## src/rtl/inst_queue_pkg.sv

```systemverilog
// Shared bus types and handshake/status encodings for the fetch-to-decode
// instruction queue.
package inst_queue_pkg;

    localparam int INST_W = 32;
    localparam int ADDR_W = 32;

    typedef logic [INST_W-1:0] inst_bus_t;
    typedef logic [ADDR_W-1:0] addr_bus_t;

    localparam logic IQ_EMPTY     = 1'b1;
    localparam logic IQ_NOT_EMPTY = 1'b0;

    localparam logic ENABLE  = 1'b1;
    localparam logic DISABLE = 1'b0;
    localparam logic VALID   = 1'b1;
    localparam logic INVALID = 1'b0;

endpackage

```

## src/rtl/inst_queue.sv

```systemverilog
// Show-ahead {instruction, PC} FIFO between fetch and decode. The head entry
// is presented combinationally from registered state so decode can pop it
// in the same cycle it inspects it.
module inst_queue
    import inst_queue_pkg::*;
#(
    parameter int DEPTH       = 16,
    parameter int PTR_W       = 4,
    parameter int FULL_MARGIN = 2
) (
    input  logic             clk,
    input  logic             rst,
    input  logic             rdy,
    input  logic             clear,
    input  logic             IF_valid,
    input  inst_bus_t        IF_inst,
    input  addr_bus_t        IF_pc,
    output logic             IF_queue_is_full,
    output logic             queue_is_empty,
    output inst_bus_t        inst,
    output addr_bus_t        pc,
    input  logic             ID_enable,
    output logic [PTR_W:0]   count,
    output logic             overflow
);

    localparam logic [PTR_W:0] DEPTH_CNT  = (PTR_W+1)'(DEPTH);
    localparam logic [PTR_W:0] FULL_LEVEL = (PTR_W+1)'(DEPTH - FULL_MARGIN);

    inst_bus_t inst_mem [DEPTH];
    addr_bus_t pc_mem   [DEPTH];

    logic [PTR_W-1:0] head_reg;
    logic [PTR_W-1:0] tail_reg;
    logic [PTR_W:0]   count_reg;
    logic [PTR_W:0]   count_next;
    logic             overflow_reg;

    logic live;
    logic push_ok;
    logic push_drop;
    logic pop_ok;
    logic not_empty;

    assign live      = rdy && !clear;
    assign not_empty = (count_reg != '0);
    assign push_ok   = live && (IF_valid == VALID) && (count_reg < DEPTH_CNT);
    assign push_drop = live && (IF_valid == VALID) && (count_reg == DEPTH_CNT);
    assign pop_ok    = live && (ID_enable == ENABLE) && not_empty;

    always_comb begin
        count_next = count_reg;
        if (push_ok && !pop_ok)
            count_next = count_reg + 1'b1;
        else if (pop_ok && !push_ok)
            count_next = count_reg - 1'b1;
    end

    // Pointer/count/error state; rdy low freezes everything except reset.
    always_ff @(posedge clk) begin
        if (!rst) begin
            head_reg     <= '0;
            tail_reg     <= '0;
            count_reg    <= '0;
            overflow_reg <= 1'b0;
        end else if (rdy) begin
            if (clear) begin
                head_reg  <= '0;
                tail_reg  <= '0;
                count_reg <= '0;
            end else begin
                if (push_ok)
                    tail_reg <= tail_reg + 1'b1;
                if (pop_ok)
                    head_reg <= head_reg + 1'b1;
                count_reg <= count_next;
                if (push_drop)
                    overflow_reg <= 1'b1;
            end
        end
    end

    // Storage carries no reset; stale entries are masked by count.
    always_ff @(posedge clk) begin
        if (rst && push_ok) begin
            inst_mem[tail_reg] <= IF_inst;
            pc_mem[tail_reg]   <= IF_pc;
        end
    end

    assign inst             = not_empty ? inst_mem[head_reg] : '0;
    assign pc               = not_empty ? pc_mem[head_reg]   : '0;
    assign queue_is_empty   = not_empty ? IQ_NOT_EMPTY : IQ_EMPTY;
    assign IF_queue_is_full = (count_reg >= FULL_LEVEL);
    assign count            = count_reg;
    assign overflow         = overflow_reg;

endmodule

```

## config.mk

```make
export PLATFORM = sky130hd
export DESIGN_NAME = inst_queue
export DESIGN_NICKNAME = d
export VERILOG_FILES = /design/src/rtl/inst_queue_pkg.sv /design/src/rtl/inst_queue.sv
export SDC_FILE = /design/constraint.sdc
export NUM_CORES = 1
export LEC_CHECK = 0
export ABC_CLOCK_PERIOD_IN_PS = 10200
export CORE_AREA = 4 4 306 248
export DETAILED_ROUTE_END_ITERATION = 10
export DIE_AREA = 0 0 310 252
export PLACE_DENSITY = 0.75
export RECOVER_POWER = 50
export SLEW_MARGIN = 10
export SYNTH_ARGS = -nofsm -noshare
export SYNTH_HDL_FRONTEND = slang
export SYNTH_SLANG_ARGS = --single-unit
```

## constraint.sdc

```tcl
create_clock -name clk -period 10.2 [get_ports clk]
set_input_delay 2.55 -clock clk [delete_from_list [all_inputs] [get_ports clk]]
set_output_delay 2.55 -clock clk [all_outputs]
set_load 0.01 [all_outputs]
```

Word-level counts from Yosys, hierarchy flattened
Memory sizes are Yosys's and may differ from the RTL's. A register that Yosys moved wholly into a read port is not among the register bits. Cells that the tools add are included.

$add $sub $neg: 4. Multiply operators: 0. Div/mod/pow operators: 0. $lt $le $gt $ge: 2. Equal/unequal tests: 1. Shift-type cells: 0. Multiplexer cells: 16. Bitwise logic cells: 1. Reductions and logical operators: 20.

Operators with widths (count): 2-to-1 mux 32 bit (2); 2-to-1 mux 4 bit (8); 2-to-1 mux 5 bit (3); logical AND 1 bit (9); adder 4 x 1 -> 4 bit, second input constant (2); AND reduction 2 bit (3); adder 5 x 1 -> 5 bit, second input constant (1); equality test 5 bit, second input constant (1); greater-or-equal comparator 5 x 4 -> 1 bit, second input constant (1); less-than comparator 5 bit, second input constant (1); nonzero test 5 bit (1); subtractor 5 x 1 -> 5 bit, second input constant (1); nonzero test 2 bit (2); zero test 1 bit (3); 2-to-1 mux 1 bit (3); AND reduction 3 bit (1); nonzero test 3 bit (1); NOT 1 bit (1).

Flip-flop bits (word level): 14. Bits in latches: 0. Memory bits (writable): 1024. Memory bits (read-only): 0. Bits of input ports: 70. Output and inout port bits: 72. Logic and storage cells: 50. Memories kept: 2.

Memories: inst_mem (depth 16, bits a word 32, rd ports 1, clocked after memory_dff 1, wr ports 1, RTL line inst_queue.sv:30) `inst_bus_t inst_mem [DEPTH];`; pc_mem (depth 16, bits a word 32, rd ports 1, clocked after memory_dff 1, wr ports 1, RTL line inst_queue.sv:31) `addr_bus_t pc_mem [DEPTH];`.

Depth between registers and ports, before layout
Gate-level depths: netlist of the first run.

Depth in word-level cells: 9. Gate-level depth with buffers: 9. Gate-level depth less buffers: 8.

Least setup slack after synthesis of the first run
No wires, ideal clock.

Kind: input -> register. From: in clear. To: mem inst_mem[0][0] (netlist bit), enable pin. Setup time: 644 ps. Data arrival time: 9145 ps. Data required time: 9556 ps. Path slack: 411 ps. Stages on the path: 4. Buffers on the path: 2. Path through: clkbuf_1 -> nand4bb_1 -> buf_2 -> nor4_1.

Word-level cells in the longest chain between the ends: 7.

RTL lines: start: declaration (RTL line inst_queue.sv:14) `input logic clear,`; zero test 1 bit (RTL line inst_queue.sv:45) `assign live = rdy && !clear;`; logical AND 1 bit (RTL line inst_queue.sv:45); logical AND 1 bit (2 in a row) (RTL line inst_queue.sv:47) `assign push_ok = live && (IF_valid == VALID) && (count_reg < DEPTH_CNT);`; logical AND 1 bit (RTL line inst_queue.sv:85) `if (rst && push_ok) begin`; 2-to-1 mux 1 bit (RTL line inst_queue.sv:85); 2-to-1 mux 1 bit (not written as such) (RTL line inst_queue.sv:86) `inst_mem[tail_reg] <= IF_inst;`; end: declaration (RTL line inst_queue.sv:30).

No other way between the ends.

==> results of run 1 <==
[power by group]
group	switching [uW]	total [uW]	internal, uW
Combinational	244	439	195
Sequential	12.6	4720	4710
Clock	1550	3730	2180
[cell usage in the layout, fill, tap and decap left out, types with 3 or more instances in the layout]
master	instances
edfxtp_1	1024
mux4_2	256
mux2i_1	132
clkbuf_16	97
dlygate4sd3_1	71
clkdlybuf4s50_1	70
o22ai_1	64
clkinv_1	25
buf_4	22
clkinv_2	20
bufinv_16	17
nand2_1	15
dfxtp_1	14
and2_4	12
nand3_1	11
clkbuf_1	10
nor2_1	9
ha_1	9
diode_2	8
a21oi_1	6
nor3_1	5
inv_1	4
clkinv_8	4
clkinvlp_4	4
buf_12	4
or2_2	3
nor4_1	3
xor2_1	3
xnor2_1	3
dfxtp_4	3
clkinv_4	3
inv_6	3
[worst min-delay path by stage]
| stage | slack [ns] | end | cells past startpoint | startpoint |
|---|---|---|---|---|
| floorplan | 0.46 | flop | 2 | head_reg[3] |
| global placement | 0.46 | overflow | 2 | overflow |
| detailed placement | 0.47 | flop | 2 | head_reg[3] |
| CTS | 0.48 | flop | 2 | head_reg[3] |
| global route | 0.52 | flop | 2 | head_reg[3] |
| finish | 0.48 | flop | 2 | head_reg[3] |
[area by class of cell]
| cell class | count | area [um^2] | share of cell area [%] |
|---|---|---|---|
| Inverter | 5 | 18.8 | 0.0412 |
| Clock buffer | 105 | 2460 | 5.39 |
| Clock inverter | 75 | 848 | 1.86 |
| Antenna cell | 8 | 20.0 | 0.0439 |
| Timing Repair Buffer | 169 | 1660 | 3.65 |
| Multi-Input combinational cell | 561 | 8280 | 18.1 |
| Sequential cell | 1042 | 31100 | 68.2 |
| Tap cell | 955 | 1190 | 2.62 |
[logic make-up after synthesis]
| group | Yosys count |
|---|---|
| mux | 388 |
| flops | 1042 |
| simple gates | 71 |
| compound gates | 86 |
| buf+inv | 98 |
| xor+xnor | 6 |
| fa+ha+maj | 10 |
[metal layers]
metal	global-route usage (%)	part of all wire [%]
met1	30.9	40
met5	0	0.043
met4	5.30	2.2
met2	37.0	51
met3	4.56	7.3
[metrics by stage]
step                      util, %  hold WS (ns)  instance area, um^2  setup WS [ns]  cells
after floorplan                 -         0.459                39800          0.411   1701
after global placement       57.9         0.458                42300           4.01   2732
after detailed placement     57.9         0.475                42300           4.02   2732
after CTS                    62.4         0.483                45600           3.29   2912
after global routing         62.4         0.524                45600           3.06   2914
final                        62.4         0.482                45600           3.43   2920
[cells in the mapped netlist, drive strengths merged, types with 2 or more instances]
| cell type | instances |
|---|---|
| o21ai | 5 |
| nor4 | 5 |
| or3 | 2 |
| or2 | 3 |
| mux2i | 132 |
| clkbuf | 30 |
| inv | 4 |
| o22ai | 64 |
| mux4 | 256 |
| nor2 | 11 |
| o31ai | 2 |
| dfxtp | 18 |
| nand2 | 15 |
| xor2 | 3 |
| a21oi | 6 |
| nand3 | 11 |
| edfxtp | 1024 |
| buf | 63 |
| a211o | 2 |
| xnor2 | 3 |
| and2 | 12 |
| nor3 | 6 |
| a211oi | 2 |
| ha | 9 |
[worst max-delay path, delay by kind of cell (launching register included)]
family          cells  cell delay [ns]
compound gates      1             0.21
buf+inv             2             1.28
flops               1             1.04
mux                 2             0.80
==> out/qor.txt, run 1 <==
Compound-Gate Fraction of Synth Area - 1.41%
synthesized instance count - 1701
CTS Buf Count - 96
Iteration-0 DRC Markers - 1994
grt ovf - 0
Yosys warning total - 0
initial antenna violation count - 17
largest net degree at the start of global routing - 123
post-synthesis mux area share - 17.8%
vias in the first global route - 19200
DIE AREA - 78100 um^2
Clock Skew - 0.0165 ns
CTS resizes - 0
overall routed net length - 85100 um
Yosys top cell area share - 77.3%
placed wire-length estimate - 41700 um
DRT Pass-1 Iters - 5
RSZ-0062 raised after global routing - false
Netlist Area Pre-Place - 39800 um^2
first-pass GRT wire length - 127000 um
flop2flop setup slack - 5.60 ns
CP peak stage delay - 1.04 ns
Max VDD drop - 0.000157 V
CTS tree - done
RR Startpoint - count[4]
area grow syn2layout - 14.6%
syn nets - 1781
flip-flop and latch count after synthesis - 1042
overall routing resource usage - 22.2%
CTS Buffer Depth - 3
Nets - 1955
Reg2Reg Depth - 4
Period minus WS final - 6.77 ns
Synth area leader - edfxtp_1
Max-Cap Viols - 2
core area - 73100 um^2
slew of the pin with the lowest slew margin - 2.50 ns
clock slew at reported path FFs - 0.06 ns
filler instances - 4800
share of layout cells above drive strength 1 - 23.4%
CP max FO - 117
DRC errors left - 0
routed vias/inst - 6.31
Post-CTS Setup Inserts - 0
Crit-path slowest cell - dfxtp_4
pins over their slew limit - 51
register area share after synthesis - 78.2%
Starting Density - 54.5%
EDFF count, synth - 1024
number of port buffers - 141
setup violators final - 0
Final Hold Vio Count - 0
CP Data Required Time - 7.65 ns
Post-Synth XOR/XNOR Area - 0.132%
Power, Total - 8880 uW
H-tree depth - 3
Yosys cell types - 47
Setup Crit Path Kind - reg2out
clk_lat worst skew - 0.65 ns
Arr. time, crit path - 4.22 ns
post-route ant nets - 0
reg2reg end - pc_mem[8][22]
CTS Root Cell - clkbuf_16
Static Leak - 0.0136 uW
Mean Syn Cell Area - 23.4 um^2
Adder-Cell Fraction of Synth Area - 0.333%
Site Rows - 89
Routed WL per cell - 29.1 um
Die Y - 252 um
asr flop ratio synth - 0%
largest family of logic cells by synthesized area - multiplexers
cts hold-fix bufs - 0
Critical Path Sink Type - primary output
Cell Pwr Density - 195 nW/um^2
setup TNS - 0 ns
Area contributors post-synth - edfxtp_1 77%, mux4_2 14%, mux2i_1 3.3%
Hold WC Path Type - reg2reg
status - finished with violations
startpoint types - flop
# IOs - 142
violated checks - capacitance limit, slew limit
simple logic cell fraction of the synthesized area - 0.972%
routed vias - 18400
die width - 310 um
gpl congestion - 0.750
Sink Count - 1042
period utilization - 66.4%
ys flop type - edfxtp_1
crit-path cells - buf_12, mux4_2, mux2i_1, o22ai_1, clkdlybuf4s50_1
Critical Path Sink - pc[6]
headroom to the max-slew limit - -66.8%
f_max - 148 MHz
Power figures use the tool's default switching activity.
==> run 2, diff against run 1 <==
ABC_CLOCK_PERIOD_IN_PS = 7000   (was 10200)
PLACE_DENSITY = 0.73   (was 0.75)
clock period = 7 ns   (was 10.2 ns; I/O delays follow)
==> run 2 against run 1 <==
The run still ends with capacitance limit, slew limit left. Final cell count increased by 0.55%. Largest cell class unchanged. Power increased by 44%. Setup slack got worse by 2.5 ns. Non-clock buffer count increased by 22. Sequential share of layout area decreased by 0.21 points. Sequential power increased by 46%. Critical path type is now in2reg. Clock skew about the same. Flip-flop and latch count unchanged. Final area increased by 0.31%. Register-to-register slack got worse by 3.4 ns. Utilization increased by 0.20 points. Hold slack got worse by 0.0057 ns.
==> out/qor.txt, run 2 (same netlist as run 1, synthesis figures left out) <==
overall routing resource usage - 22.3%
Setup WS post-layout - 0.974 ns
Sink Count - 1042
number of port buffers - 141
RSZ-0062 raised after global routing - false
pins over their slew limit - 55
Routed WL per cell - 28.9 um
Setup Crit Path Kind - in2reg
Hold WC Path Type - reg2reg
cts hold-fix bufs - 0
Fin Hold WS - 0.477 ns
Clock Skew - 0.0161 ns
CTS tree - done
Nets - 1979
crit-path cells - dlygate4sd3_1, and4bb_1, nand2_1, nor2_1, and2_0, buf_4
violated checks - capacitance limit, slew limit
dpl ws - 1.93 ns
setup violators final - 0
CP max FO - 27
CTS Buf Count - 98
placed wire-length estimate - 47400 um
Max VDD drop - 0.000222 V
CP peak stage delay - 2.08 ns
Power, Total - 12800 uW
commonest cells after routing, fill and taps aside - 1024 x edfxtp_1, 256 x mux4_2, 132 x mux2i_1, 100 x clkbuf_16, 71 x dlygate4sd3_1
Critical Path Sink Type - flop
largest net degree at the start of global routing - 55
startpoint types - primary input
slew of the pin with the lowest slew margin - 2.84 ns
area grow syn2layout - 14.9%
gpl congestion - 0.776
filler instances - 4771
Crit-path slowest cell - and2_0
Crit path max-delay family - simple AND/OR/NAND/NOR gates
share of layout cells above drive strength 1 - 23.9%
status - finished with violations
period utilization - 86.1%
Static Leak - 0.0136 uW
headroom to the max-slew limit - -89.3%
DRT Pass-1 Iters - 5
f_max - 166 MHz
CP Data Required Time - 7.30 ns
die width - 310 um
setup TNS - 0 ns
Final Hold Vio Count - 0
vias in the first global route - 19200
post-route ant nets - 0
CTS resizes - 0
flop2flop setup slack - 2.17 ns
Cell Pwr Density - 280 nW/um^2
Post-CTS Setup Inserts - 0
Cells after DPL - 2754
DIE AREA - 78100 um^2
routed vias - 18300
clock slew at reported path FFs - 0.06 ns
Arr. time, crit path - 6.32 ns
Site Rows - 89
overall routed net length - 84700 um
H-tree depth - 3
CTS Root Cell - clkbuf_16
CTS Buffer Depth - 3
Die Y - 252 um
grt ovf - 0
core area - 73100 um^2
# IOs - 142
commonest non-fill, non-tap cell in the layout - edfxtp_1
Starting Density - 54.5%
Iteration-0 DRC Markers - 2056
Max-Cap Viols - 2
WP buf/inv - 2
first-pass GRT wire length - 128000 um
post-route insts no fill - 2936
initial antenna violation count - 9
Period minus WS final - 6.03 ns
DRC errors left - 0
clk_lat worst skew - 0.65 ns
routed vias/inst - 6.23
[run 2: worst paths after layout]
path | to | start | cells after the start
max | inst_mem[14][7] | clear | 6
max reg2reg | inst_mem[14][7] | count[4] | 5
min | overflow | overflow | 2
min reg2reg | overflow | overflow | 2
[run 2: area by class of cell]
type,count,area (um^2),area share [%]
well taps,955,1190,2.61
clock buffers,121,2580,5.64
clock inverters,58,606,1.32
diodes,3,7.51,0.0164
multi-input cells,561,8280,18.1
inverters,5,18.8,0.0410
repair buffers,191,1940,4.23
flip-flops and latches,1042,31100,68.0
[run 2: through the flow]
stage	utilization (%)	cell area, um^2
6_report	62.6	45700
5_1_grt	62.6	45700
4_1_cts	62.6	45800
3_5_place_dp	58.3	42600
3_3_place_gp	58.3	42600
2_1_floorplan	-	39800
[run 2: routing by layer]
layer / global-route usage (%) / part of all wire (%)
met3: 3.85 / 6.6
met5: 0 / 0.074
met1: 32.9 / 42
met2: 35.8 / 50
met4: 4.99 / 1.9
[run 2: where the power goes]
| group | switching [uW] | internal [uW] | total (uW) |
|---|---|---|---|
| clock network | 2240 | 3030 | 5270 |
| logic | 354 | 288 | 643 |
| registers | 16.3 | 6860 | 6880 |
| total | 2610 | 10200 | 12800 |
[run 2: worst register-to-register path: stages (launching register included)]
cell and delay, ns:
dfxtp_1 0.51, and4bb_1 0.68, nand2_1 0.29, nor2_1 0.23, and2_0 2.08, buf_4 0.68
